### config.mk
export PLATFORM = sky130hd
export DESIGN_NAME = fifo_param
export DESIGN_NICKNAME = d
export VERILOG_FILES = /design/src/rtl/fifo_pkg.sv /design/src/rtl/register_bank.sv /design/src/rtl/fifo_param.sv
export SDC_FILE = /design/constraint.sdc
export NUM_CORES = 1
export LEC_CHECK = 0
export CAP_MARGIN = 10
export CORE_ASPECT_RATIO = 1.1
export CORE_MARGIN = 2
export CORE_UTILIZATION = 40
export DETAILED_ROUTE_END_ITERATION = 16
export PLACE_DENSITY = 0.62
export REMOVE_ABC_BUFFERS = 1
export SKIP_CTS_REPAIR_TIMING = 1
export SLEW_MARGIN = 20
export SYNTH_ARGS = -nofsm -noshare
export SYNTH_HDL_FRONTEND = slang
export SYNTH_SLANG_ARGS = --single-unit
### constraint.sdc
create_clock -name clk -period 4.2 [get_ports clk]
set_input_delay 0.84 -clock clk [delete_from_list [all_inputs] [get_ports clk]]
set_output_delay 0.84 -clock clk [all_outputs]
set_load 0.05 [all_outputs]
### src/rtl/fifo_pkg.sv
// Shared definitions for the parameterised FIFO: state encoding and the
// next-state priority rule used by the control FSM.
package fifo_pkg;

  // Seven control states in a 3-bit encoding
  typedef enum logic [2:0] {
    INIT   = 3'd0,
    IDLE   = 3'd1,
    WRITE  = 3'd2,
    READ   = 3'd3,
    WR_RD  = 3'd4,
    WR_ERR = 3'd5,
    RD_ERR = 3'd6
  } fifo_state_e;

  // A rejected write outranks a rejected read; otherwise the state names what was accepted
  function automatic fifo_state_e selectNextState(input logic wrAccept,
                                                  input logic rdAccept,
                                                  input logic wrReject,
                                                  input logic rdReject);
    fifo_state_e nextState;
    nextState = IDLE;
    if (wrReject)                  nextState = WR_ERR;
    else if (rdReject)             nextState = RD_ERR;
    else if (wrAccept && rdAccept) nextState = WR_RD;
    else if (wrAccept)             nextState = WRITE;
    else if (rdAccept)             nextState = READ;
    return nextState;
  endfunction

endpackage

### src/rtl/register_bank.sv
// Storage array for the FIFO: one-hot write enable, combinational read select.
module register_bank
  import fifo_pkg::*;
#(
  parameter int DATA_WIDTH = 32,
  parameter int DEPTH      = 8,
  localparam int ADDR_W    = $clog2(DEPTH)
) (
  input  logic                  i_clk,
  input  logic                  i_resetN,
  input  logic [DEPTH-1:0]      i_wrOneHot,
  input  logic [DATA_WIDTH-1:0] i_wrData,
  input  logic [ADDR_W-1:0]     i_rdSel,
  output logic [DATA_WIDTH-1:0] o_rdData
);

  logic [DATA_WIDTH-1:0] r_mem [DEPTH];

  // Each entry loads the write data when its one-hot enable bit is set
  always_ff @(posedge i_clk or negedge i_resetN) begin
    if (!i_resetN) begin
      for (int i = 0; i < DEPTH; i++) begin
        r_mem[i] <= '0;
      end
    end else begin
      for (int i = 0; i < DEPTH; i++) begin
        if (i_wrOneHot[i]) begin
          r_mem[i] <= i_wrData;
        end
      end
    end
  end

  assign o_rdData = r_mem[i_rdSel];

endmodule

### src/rtl/fifo_param.sv
// Parameterised synchronous FIFO: pointers, occupancy count, status flags
// and control FSM live here; entries are held in register_bank.
module fifo_param
  import fifo_pkg::*;
#(
  parameter int DATA_WIDTH = 32,
  parameter int DEPTH      = 8,
  localparam int ADDR_W    = $clog2(DEPTH)
) (
  input  logic                  clk,
  input  logic                  reset_n,
  input  logic                  wr_en,
  input  logic                  rd_en,
  input  logic [DATA_WIDTH-1:0] d_in,
  output logic [DATA_WIDTH-1:0] d_out,
  output logic                  full,
  output logic                  empty,
  output logic                  wr_ack,
  output logic                  wr_err,
  output logic                  rd_ack,
  output logic                  rd_err,
  output logic [ADDR_W:0]       data_count
);

  localparam logic [ADDR_W:0]   COUNT_ONE = (ADDR_W+1)'(1);
  localparam logic [ADDR_W:0]   COUNT_MAX = (ADDR_W+1)'(DEPTH);
  localparam logic [ADDR_W-1:0] PTR_ONE   = ADDR_W'(1);

  fifo_state_e           r_state;
  fifo_state_e           w_nextState;
  logic [ADDR_W-1:0]     r_head;
  logic [ADDR_W-1:0]     r_tail;
  logic [ADDR_W:0]       r_count;
  logic [DATA_WIDTH-1:0] r_dOut;
  logic                  r_wrAck;
  logic                  r_wrErr;
  logic                  r_rdAck;
  logic                  r_rdErr;

  logic                  w_active;
  logic                  w_full;
  logic                  w_empty;
  logic                  w_wrAccept;
  logic                  w_wrReject;
  logic                  w_rdAccept;
  logic                  w_rdReject;
  logic [DEPTH-1:0]      w_wrOneHot;
  logic [DATA_WIDTH-1:0] w_rdData;

  // Flags come from the registered count only, so they never see this cycle's requests
  assign w_full   = (r_count == COUNT_MAX);
  assign w_empty  = (r_count == '0);

  // Requests sampled in INIT are dropped entirely
  assign w_active   = (r_state != INIT);
  assign w_wrAccept = w_active & wr_en & ~w_full;
  assign w_wrReject = w_active & wr_en &  w_full;
  assign w_rdAccept = w_active & rd_en & ~w_empty;
  assign w_rdReject = w_active & rd_en &  w_empty;

  assign w_wrOneHot = {{(DEPTH-1){1'b0}}, w_wrAccept} << r_tail;

  register_bank #(
    .DATA_WIDTH (DATA_WIDTH),
    .DEPTH      (DEPTH)
  ) u_registerBank (
    .i_clk      (clk),
    .i_resetN   (reset_n),
    .i_wrOneHot (w_wrOneHot),
    .i_wrData   (d_in),
    .i_rdSel    (r_head),
    .o_rdData   (w_rdData)
  );

  // Next state follows the reject-first priority; INIT always falls through to IDLE
  always_comb begin
    w_nextState = IDLE;
    w_nextState = selectNextState(w_wrAccept, w_rdAccept, w_wrReject, w_rdReject);
  end

  // State register, parked in INIT while reset is held
  always_ff @(posedge clk or negedge reset_n) begin
    if (!reset_n) begin
      r_state <= INIT;
    end else begin
      r_state <= w_nextState;
    end
  end

  // Pointers wrap naturally at ADDR_W bits; count moves only on a lone accept
  always_ff @(posedge clk or negedge reset_n) begin
    if (!reset_n) begin
      r_head  <= '0;
      r_tail  <= '0;
      r_count <= '0;
    end else begin
      if (w_wrAccept) r_tail <= r_tail + PTR_ONE;
      if (w_rdAccept) r_head <= r_head + PTR_ONE;
      case ({w_wrAccept, w_rdAccept})
        2'b10:   r_count <= r_count + COUNT_ONE;
        2'b01:   r_count <= r_count - COUNT_ONE;
        default: r_count <= r_count;
      endcase
    end
  end

  // Read data is captured only on an accepted read and otherwise held
  always_ff @(posedge clk or negedge reset_n) begin
    if (!reset_n) begin
      r_dOut <= '0;
    end else if (w_rdAccept) begin
      r_dOut <= w_rdData;
    end
  end

  // Per-request status pulses for the cycle after the request is sampled
  always_ff @(posedge clk or negedge reset_n) begin
    if (!reset_n) begin
      r_wrAck <= 1'b0;
      r_wrErr <= 1'b0;
      r_rdAck <= 1'b0;
      r_rdErr <= 1'b0;
    end else begin
      r_wrAck <= w_wrAccept;
      r_wrErr <= w_wrReject;
      r_rdAck <= w_rdAccept;
      r_rdErr <= w_rdReject;
    end
  end

  assign d_out      = r_dOut;
  assign full       = w_full;
  assign empty      = w_empty;
  assign data_count = r_count;
  assign wr_ack     = r_wrAck;
  assign wr_err     = r_wrErr;
  assign rd_ack     = r_rdAck;
  assign rd_err     = r_rdErr;

endmodule

; ---- Yosys cells after proc, flatten, opt, wreduce, memory -nomap -nowiden
; Index checks and enable logic that the tools add are counted.
[word_totals]
register_bits = 305
input_bits = 36
output_inout_bits = 42
wordCells = 48
[op_classes]
add_sub_neg = 4
n_lt_le_gt_ge = 1
n_eq_ne = 3
shifts = 1
muxes = 9
bitwise = 9
reduce_logical = 4
[op_table]
columns = operator, n
row1 = binary-select mux 32 bit (select 3 bit), 1
row2 = two-way mux 32 bit, 2
row3 = two-way mux 3 bit, 3
row4 = one-hot mux 4 bit (2 select lines), 1
row5 = << shifter 1 x 3 -> 8 bit, 1
row6 = "adder 3 x 1 -> 3 bit, second input constant", 2
row7 = AND 1 bit, 6
row8 = "adder 4 x 1 -> 4 bit, second input constant", 1
row9 = "equality test 4 bit, second input constant", 1
row10 = ">= comparator 4 bit, second input constant", 1
row11 = zero test 4 bit, 1
row12 = two-way mux 2 bit, 2
row13 = NOT 3 -> 4 bit, 1
row14 = "subtractor 4 x 1 -> 4 bit, second input constant", 1
row15 = nonzero test 3 bit, 1
row16 = "equality test 2 x 1 -> 1 bit, second input constant", 1
row17 = "equality test 2 bit, second input constant", 1
row18 = NOT 1 bit, 2
row19 = nonzero test 2 bit, 1
row20 = logical AND 1 bit, 1

; ---- Depth between registers and ports, before layout
; Gate-level depths: netlist (run 1).
[logic_depth]
word_depth = 8
depth_mapped = 11
mapped_depth_nobuf = 10

; ---- By module
; A second synthesis (run 1) with hierarchy kept.
[unflattened]
hier_cells = 801
hier_area_um2 = 13654.3
[modules_own_cells]
columns = mod, n_inst, cells_per_inst, area_per_inst_um2, seq_area_each_um2
row1 = register_bank, 1, 658, 11498.5, 6406.1
row2 = fifo_param, 1, 143, 2155.8, 1226.2

; ---- Worst setup path before layout (run 1)
; No wires, ideal clock.
[synth_path]
path_kind = register to register
from = register r_count[0] (netlist: data_count[0])
to = register r_count[2] (netlist: data_count[2])
setup_ns = 0.151
t_arrival_ns = 4.283
required_time_ns = 4.049
slack_ns = -0.234
path_stages_with_launch = 12
path_buffers = 2
period_less_slack_ns = 4.434
cell_sequence = dfrtp_1 nor4_1 nor2_1 buf_2 buf_1 ha_1 xor2_1 ha_1 a21oi_1 xor2_1 nor2_1 xor2_1
[synth_between]
elab_chain_cells = 5
elab_cells_between_ends = 12
classes_between = add/sub (2) / eq/ne (3) / mux (1) / bitwise (4) / reduce/logical (2)
[synth_rtl]
columns = element, line
row1 = "start, declared", fifo_param.sv:33  ; logic [ADDR_W:0] r_count;
row2 = "start signal, assigned", fifo_param.sv:100  ; 2'b10: r_count <= r_count + COUNT_ONE;
row3 = "start signal, assigned", fifo_param.sv:101  ; 2'b01: r_count <= r_count - COUNT_ONE;
row4 = "start signal, assigned", fifo_param.sv:102  ; default: r_count <= r_count;
row5 = zero test 4 bit (*), fifo_param.sv:52  ; assign w_empty = (r_count == '0);
row6 = via empty, fifo_param.sv:17  ; output logic empty,
row7 = NOT 1 bit (*), fifo_param.sv:58  ; assign w_rdAccept = w_active & rd_en & ~w_empty;
row8 = AND 1 bit (*), fifo_param.sv:58
row9 = via w_rdAccept, fifo_param.sv:45  ; logic w_rdAccept;
row10 = equality test 2 x 1 -> 1 bit or equality test 2 bit (tied branches), fifo_param.sv:99  ; case ({w_wrAccept, w_rdAccept})
row11 = one-hot mux 4 bit (2 select lines) or nonzero test 2 bit (tied branches), --
; Mark *: on every way through the listed nets, which the timed path passes. The rest lies on a longest branch.
; A chain may end at the register's enable or synchronous reset.

; ---- Worst setup path after layout (run 1)
[layout_path]
from = register r_count[1] (netlist: data_count[1])
to = output empty
[layout_between]
elab_chain_cells = 1
[layout_rtl]
columns = element, line
row1 = zero test 4 bit, fifo_param.sv:52
row2 = "end, declared", fifo_param.sv:17
; Every way passes these cells.

==> flow_summary.toml, run 1 <==
[global_route]
grt_pass1_wl_mm = 45.31
grt_max_degree = 85
globalRouteOverflowTotal = 0
gr-usage-all-layers_pct = 16.03
antenna_found_initial = 2
grt_pass1_vias = 7621

[timing]
maxSlewViolCount = 0
finClkSkew_ns = 0.02071
fin_tns_setup_ns = 0
fmax_mhz = 284.3
slew_headroom_pct = 29.23
finalSetupViolCount = 0
fin_crit_sh_pct = 83.75
tightest_slew_ns = 1.062
grt_setup_unrepaired = "false"
timing_hold_violations_final = 0
hold_ws_ns = 0.3072
fin_crit_ns = 3.518

[setup_path]
cp.required_ns = 3.36
critPathLaunchType = "register"
critPathMaxStageDelay_ns = 0.94
worstSetupPathType = "register to primary output"
reg2reg_slack_ns = 1.59
endpoint_kind = "primary output"
arrival_ns = 2.68
cp_top_family = "buffers and inverters"
cp.buffers_inverters = 1
crit_chain = "nor4_1 -> clkdlybuf4s50_1"
critPathSlowestCell = "clkdlybuf4s50_1"
path_max_fanout = 8

[die]
initial_core_util_pct = 40.49
fp.dieArea_um2 = 36030
dieWidth_um = 181.2
placementRows = 71
coreArea_um2 = 34110
die_y_um = 198.9
io_pins = 78

[detailed_routing]
routed_wl_mm = 27.73
dr.pass1.iters = 4
wirelength_met1_mm = 13.21
drt_iter0_markers = 424
route.vias.total = 7196
post_drt_wl_per_cell_um = 20.27
vias_per_cell = 5.260
routed-wl-met3_um = 953
route.met2.wl_mm = 13.12
top_layer_used = "met5"
drc = 0
antenna_left = 0

[power_and_ir_drop]
power.density_nw_per_um2 = 873.9
irDropWorstVdd_mv = 0.3340
p_leak_nw = 6.937
power_w = 0.01408

[final_layout]
finalNonFillerCells = 1368
layout.nets = 948
layout_commonest_cell = "dfrtp_1"
area_delta_synth_final_pct = 16.62
final_cell_area_um2 = 16110
mostFrequentLayoutCells = "dfrtp_1 (302), mux2_2 (139), mux2_4 (120)"
layout-drive-gt1-share_pct = 44.03

[cts]
clock_latency_ns = 0.52
clockRootBuffer = "clkbuf_16"
cts.sink_count = 305
clk_pin_slew_ns = 0.06
cts_tree = "built"
cts_made_buffers = 34
cts_htree_levels = 2
clock_path_buffers = 3

[logic_synthesis]
synth_area_um2 = 13810
yosysWarnings = 0
ys.flop_type = "dfrtp_1"
synth-seq-area-share_pct = 55.26
synth_edf_count = 0
synth_cell_types = 34
syn_inst = 831
ys_seq_elements = 305
synth.avg_cell_area_um2 = 16.62
async_flop_share_pct = 100.0

[outcome]
outcome = "complete, no violations"

[placed_design]
dpl.hpwl_mm = 15.59
place.gp.congestion = 0.6924
portBuffers = 77
dpl.cell_count = 1308
place_area_um2 = 14990

[flow_run]
cap_violations = 0

[worst_hold_path]
hold_class = "input port to async pin"
[cells in the mapped netlist, types with 4 or more instances]
cell | number | area share (%)
dfrtp_1 | 305 | 55
mux2_2 | 139 | 11
mux2_4 | 120 | 13
mux4_2 | 64 | 10
nor2_1 | 38 | 1.0
a21oi_1 | 34 | 1.2
mux2i_1 | 32 | 2.3
buf_2 | 19 | 0.69
buf_6 | 13 | 1.1
clkbuf_1 | 11 | 0.30
buf_1 | 8 | 0.22
ha_1 | 6 | 0.54
nand2_1 | 5 | 0.14
xor2_1 | 5 | 0.32
xnor2_1 | 4 | 0.25
[final cells by class]
| type | instances | area, µm² |
|---|---|---|
| fillers | 2975 | 18000 |
| flip-flops and latches | 305 | 7641 |
| multi-input cells | 469 | 5819 |
| repair buffers | 93 | 970.9 |
| clock buffers | 46 | 955.9 |
| well taps | 438 | 548.0 |
| clock inverters | 13 | 158.9 |
| inverters | 3 | 11.26 |
| diodes | 1 | 2.502 |
[cells by family after synthesis]
family	after synthesis	share of synthesized area (%)
AO/OA/AOI/OAI	38	1.504
flip-flops	305	55.26
buffers and inverters	57	2.781
adder cells (fa/ha/maj)	6	0.5435
XOR/XNOR	9	0.5707
multiplexers	355	37.13
AND/OR/NAND/NOR	61	2.210
[worst paths after layout]
path / start / end / cells past startpoint
min in group clk: u_registerBank.r_mem[164] / u_registerBank.r_mem[164] / 1
max in group asynchronous: reset_n / data_count[2] / 2
hold reg to reg: u_registerBank.r_mem[164] / u_registerBank.r_mem[164] / 1
setup / recovery: data_count[1] / empty / 2
hold / removal: reset_n / d_out[19] / 1
setup reg to reg: data_count[1] / data_count[2] / 9
[flip-flops by register name (all words and copies together) (netlist names)]
name	cells
d_out	32
data_count	4
r_head	3
r_state	3
r_tail	3
rd_ack	1
rd_err	1
u_registerBank.r_mem	256
wr_ack	1
wr_err	1
[power breakdown]
group          total, W  internal [W]  switching [W]
Sequential      0.00555       0.00444        0.00112
Clock           0.00297       0.00179        0.00118
Combinational   0.00556       0.00329        0.00226
[routing by layer]
| layer | global-route usage (%) | up-vias |
|---|---|---|
| li1 | - | 3202 |
| met2 | 25.87 | 96 |
| met3 | 3.149 | 32 |
| met5 | 0 | - |
| met1 | 22.43 | 3864 |
| met4 | 3.945 | 2 |
[metrics by stage]
step           worst slack, ns  utilization [%]
2_1_floorplan           -1.350                -
3_3_place_gp             1.104            43.94
3_5_place_dp             1.087            43.94
4_1_cts                 0.6339            47.21
5_1_grt                 0.5677            47.21
6_report                0.6824            47.22
(Power assumes the default switching activity.)
==> run 2, diff against run 1 <==
- clock period: 4.2 -> 3.5 ns (I/O delays scaled with it)
==> flow_summary.toml, run 2 (same netlist as run 1, synthesis figures left out) <==
[timing]
finalSetupViolCount = 0
slew_headroom_pct = 40.51
fmax_mhz = 318.8
timing_hold_violations_final = 0
grt_setup_unrepaired = "false"
tightest_slew_ns = 0.8924
setup_slack_ns = 0.3628
maxSlewViolCount = 0
fin_crit_ns = 3.137
fin_crit_sh_pct = 89.63
fin_tns_setup_ns = 0
finClkSkew_ns = 0.02415
hold_ws_ns = 0.08891

[setup_path]
critPathLaunchType = "register"
endpoint_kind = "primary output"
r2r-end = "data_count[2]"
crit_path_end = "full"
reg2reg_slack_ns = 1.08
crit_start = "data_count[1]"
arrival_ns = 2.44
worstSetupPathType = "register to primary output"
cp.required_ns = 2.80
reg2reg_from = "data_count[1]"
reg2reg_depth = 10
crit_chain = "nor4b_4 -> clkdlybuf4s50_1"
critPathMaxStageDelay_ns = 0.88
path_max_fanout = 8
critPathSlowestCell = "clkdlybuf4s50_1"

[placed_design]
dpl.hpwl_mm = 16.70
portBuffers = 77
pre_cts_ws_ns = 0.5296
place.gp.congestion = 0.7106

[power_and_ir_drop]
p_sw_share_pct = 32.30
power.density_nw_per_um2 = 1044
irDropWorstVdd_mv = 0.4426
seq_power_share_pct = 38.9
p_leak_nw = 6.984
internal-power_w = 0.01145
pwr-share-clk_pct = 20.7
p_switching_w = 0.005462
combPwrFrac_pct = 40.4

[die]
coreArea_um2 = 34110
placementRows = 71
die_y_um = 198.9
initial_core_util_pct = 40.49
io_pins = 78
fp.dieArea_um2 = 36030
dieWidth_um = 181.2

[final_layout]
layout-drive-gt1-share_pct = 44.40
fillerInstances = 2990
largest_reg_flops = 256
layout.nets = 956
layout_commonest_cell = "dfrtp_1"
utilization_pct = 47.49
area_delta_synth_final_pct = 17.30
top_register = "u_registerBank.r_mem"
mostFrequentLayoutCells = "dfrtp_1 (302), mux2_2 (139), mux2_4 (120)"

[cts]
cts_tree = "built"
clock_latency_ns = 0.57
clock_path_buffers = 3
clk_pin_slew_ns = 0.06
clockRootBuffer = "clkbuf_16"
cts.sink_count = 305
cts_htree_levels = 1
cts_made_buffers = 31

[detailed_routing]
vias_per_cell = 5.263
route.vias.total = 7242
drc = 0
routed_wl_mm = 27.92
dr.pass1.iters = 4
antenna_left = 0
post_drt_wl_per_cell_um = 20.29
drt_iter0_markers = 293

[global_route]
grt-busiest-layer = "met2"
antenna_found_initial = 3
grt_max_degree = 84
gr-usage-all-layers_pct = 16.21
grt_pass1_wl_mm = 46.49
use_met3_pct = 2.765
globalRouteOverflowTotal = 0
use_met1_pct = 22.37
grt_pass1_vias = 8058
grtUsageMet2_pct = 27.08

[outcome]
outcome = "complete, no violations"

[worst_hold_path]
hold_class = "input port to async pin"

[flow_run]
cap_violations = 0
run 2: how the worst min path moves through the flow:
stage,slack (ns),cells past startpoint,to,from
2_1_floorplan,0.40,0,d_out[0],reset_n
3_3_place_gp,0.48,1,u_registerBank.r_mem[113],u_registerBank.r_mem[113]
3_5_place_dp,0.49,1,u_registerBank.r_mem[163],u_registerBank.r_mem[163]
4_1_cts,0.13,1,u_registerBank.r_mem[51],reset_n
5_1_grt,0.15,1,u_registerBank.r_mem[51],reset_n
6_report,0.09,1,u_registerBank.r_mem[51],reset_n
run 2: layout make-up:
| cell class | instances | area, µm² | share of cell area, % |
|---|---|---|---|
| Tap cell | 438 | 548.0 | 3.383 |
| Multi-Input combinational cell | 469 | 5819 | 35.92 |
| Timing Repair Buffer | 104 | 1104 | 6.811 |
| Antenna cell | 1 | 2.502 | 0.01545 |
| Clock inverter | 12 | 191.4 | 1.182 |
| Inverter | 3 | 11.26 | 0.06950 |
| Clock buffer | 44 | 884.6 | 5.460 |
| Sequential cell | 305 | 7641 | 47.16 |
run 2: metal layers:
layer	vias up	share of wire (%)
met1	3889	47
met4	4	1.6
met5	-	0.097
met2	86	48
met3	38	3.3
li1	3225	-
run 2: critical path, delay by kind of cell, from the launching register on:
kind	cells	cell delay (ns)
simple gates	1	0.50
buf+inv	1	0.88
flops	1	0.49
run 2: power groups by stage:
stage / registers [W] / logic, W / clock network, W
after floorplan: 0.00714 / 0.00454 / 0
after global placement: 0.00660 / 0.00685 / 0
after detailed placement: 0.00663 / 0.00696 / 0
after CTS: 0.00660 / 0.00697 / 0.00359
after global routing: 0.00684 / 0.00740 / 0.00372
final: 0.00658 / 0.00684 / 0.00350
run 2: per-stage QoR:
| step | area (µm²) | total power (W) | std cells |
|---|---|---|---|
| 2_1_floorplan | 13440 | 0.01169 | 777 |
| 3_3_place_gp | 15120 | 0.01344 | 1319 |
| 3_5_place_dp | 15120 | 0.01359 | 1319 |
| 4_1_cts | 16200 | 0.01716 | 1375 |
| 5_1_grt | 16200 | 0.01796 | 1375 |
| 6_report | 16200 | 0.01691 | 1376 |
==> run 3, diff against run 2 <==
- clock period: 3.5 -> 3.9 ns (I/O delays scaled with it)
==> flow_summary.toml, run 3 (same netlist as run 1, synthesis figures left out) <==
[power_and_ir_drop]
p_leak_nw = 6.988
power.density_nw_per_um2 = 945.7
irDropWorstVdd_mv = 0.3850

[flow_run]
cap_violations = 0

[final_layout]
largest_reg_flops = 256
layout_commonest_cell = "dfrtp_1"
layout-drive-gt1-share_pct = 44.02
multiInputGateArea_um2 = 5819
fillerInstances = 2932
area_delta_synth_final_pct = 17.47
mostFrequentLayoutCells = "dfrtp_1 (302), mux2_2 (139), mux2_4 (120)"
final-seq-area_um2 = 7641
utilization_pct = 47.56
finalNonFillerCells = 1375
top_register = "u_registerBank.r_mem"
layout.nets = 952

[cts]
cts_htree_levels = 2
cts.sink_count = 305
cts_tree = "built"
cts_made_buffers = 35
clock_latency_ns = 0.52
clk_pin_slew_ns = 0.06
clockRootBuffer = "clkbuf_16"
clock_path_buffers = 3

[setup_path]
critPathMaxStageDelay_ns = 0.89
cp.buffers_inverters = 1
path_max_fanout = 8
reg2reg_depth = 5
r2r-end = "u_registerBank.r_mem[244]"
critPathLaunchType = "register"
crit_path_end = "full"
arrival_ns = 2.39
cp.required_ns = 3.12
cp_top_family = "buffers and inverters"
crit_chain = "nor4b_4 -> clkdlybuf4s50_1"
worstSetupPathDepth = 2
reg2reg_slack_ns = 1.43
crit_start = "data_count[1]"
endpoint_kind = "primary output"
worstSetupPathType = "register to primary output"
critPathSlowestCell = "clkdlybuf4s50_1"
reg2reg_from = "data_count[1]"

[placed_design]
place.gp.congestion = 0.6924
portBuffers = 77
dpl.cell_count = 1311
dpl.hpwl_mm = 16.18
pre_cts_ws_ns = 0.8661

[timing]
setup_slack_ns = 0.7253
fin_crit_sh_pct = 81.40
fmax_mhz = 315.0
finalSetupViolCount = 0
tightest_slew_ns = 1.095
maxSlewViolCount = 0
timing_hold_violations_final = 0
slew_headroom_pct = 27.02
fin_crit_ns = 3.175
fin_tns_setup_ns = 0
grt_setup_unrepaired = "false"
hold_ws_ns = 0.2671
finClkSkew_ns = 0.01916

[detailed_routing]
dr.pass1.iters = 4
drc = 0
route.vias.total = 7205
post_drt_wl_per_cell_um = 20.07
vias_per_cell = 5.240
drt_iter0_markers = 442
routed_wl_mm = 27.59
antenna_left = 0

[worst_hold_path]
hold_class = "input port to async pin"

[global_route]
antenna_found_initial = 1
grt_max_degree = 115
grt_pass1_vias = 7790
grt_pass1_wl_mm = 45.52
globalRouteOverflowTotal = 0
gr-usage-all-layers_pct = 16.07

[die]
dieWidth_um = 181.2
initial_core_util_pct = 40.49
placementRows = 71
fp.dieArea_um2 = 36030
coreArea_um2 = 34110
io_pins = 78
die_y_um = 198.9

[outcome]
outcome = "complete, no violations"
[run 3: changes by cell type in the layout (fill, tap and decap cells not counted), moves of 2 or more]
| cell | before | now |
|---|---|---|
| bufinv_16 | 5 | 3 |
| buf_4 | 17 | 11 |
| clkbuf_16 | 31 | 36 |
| clkbuf_1 | 7 | 10 |
| buf_12 | 10 | 8 |
| clkbuf_8 | 6 | 8 |
[run 3: worst min path at each step]
stage / start / end / slack [ns] / cells past startpoint
2_1_floorplan: u_registerBank.r_mem[160] / u_registerBank.r_mem[160] / 0.47 / 1
3_3_place_gp: u_registerBank.r_mem[217] / u_registerBank.r_mem[217] / 0.48 / 1
3_5_place_dp: u_registerBank.r_mem[190] / u_registerBank.r_mem[190] / 0.49 / 1
4_1_cts: reset_n / d_out[19] / 0.34 / 1
5_1_grt: reset_n / d_out[19] / 0.37 / 1
6_report: reset_n / d_out[19] / 0.27 / 1
[run 3: layout make-up]
cell class	count	area share (%)
clock buffer	54	6.463
clock inverter	9	0.8329
antenna	1	0.01542
tap	438	3.378
timing repair buffer	96	6.277
multi-input combinational	469	35.87
inverter	3	0.06941
sequential	305	47.10
[run 3: per-layer routing]
metal / part of all wire [%] / global-route usage (%) / vias up
met3: 3.6 / 3.259 / 24
met5: 0 / 0 / -
met4: 1.3 / 4.065 / 0
met2: 48 / 25.85 / 110
li1: - / - / 3236
met1: 47 / 22.43 / 3835
[run 3: where the power goes]
part	switching [W]	internal, W
Clock	0.00127	0.00205
Sequential	0.00116	0.00478
Combinational	0.00251	0.00357
[run 3: stage by stage]
stage / instance area (µm²) / total power, W
2_1_floorplan: 13440 / 0.01049
3_3_place_gp: 15040 / 0.01203
3_5_place_dp: 15040 / 0.01214
4_1_cts: 16220 / 0.01556
5_1_grt: 16220 / 0.01629
6_report: 16220 / 0.01534
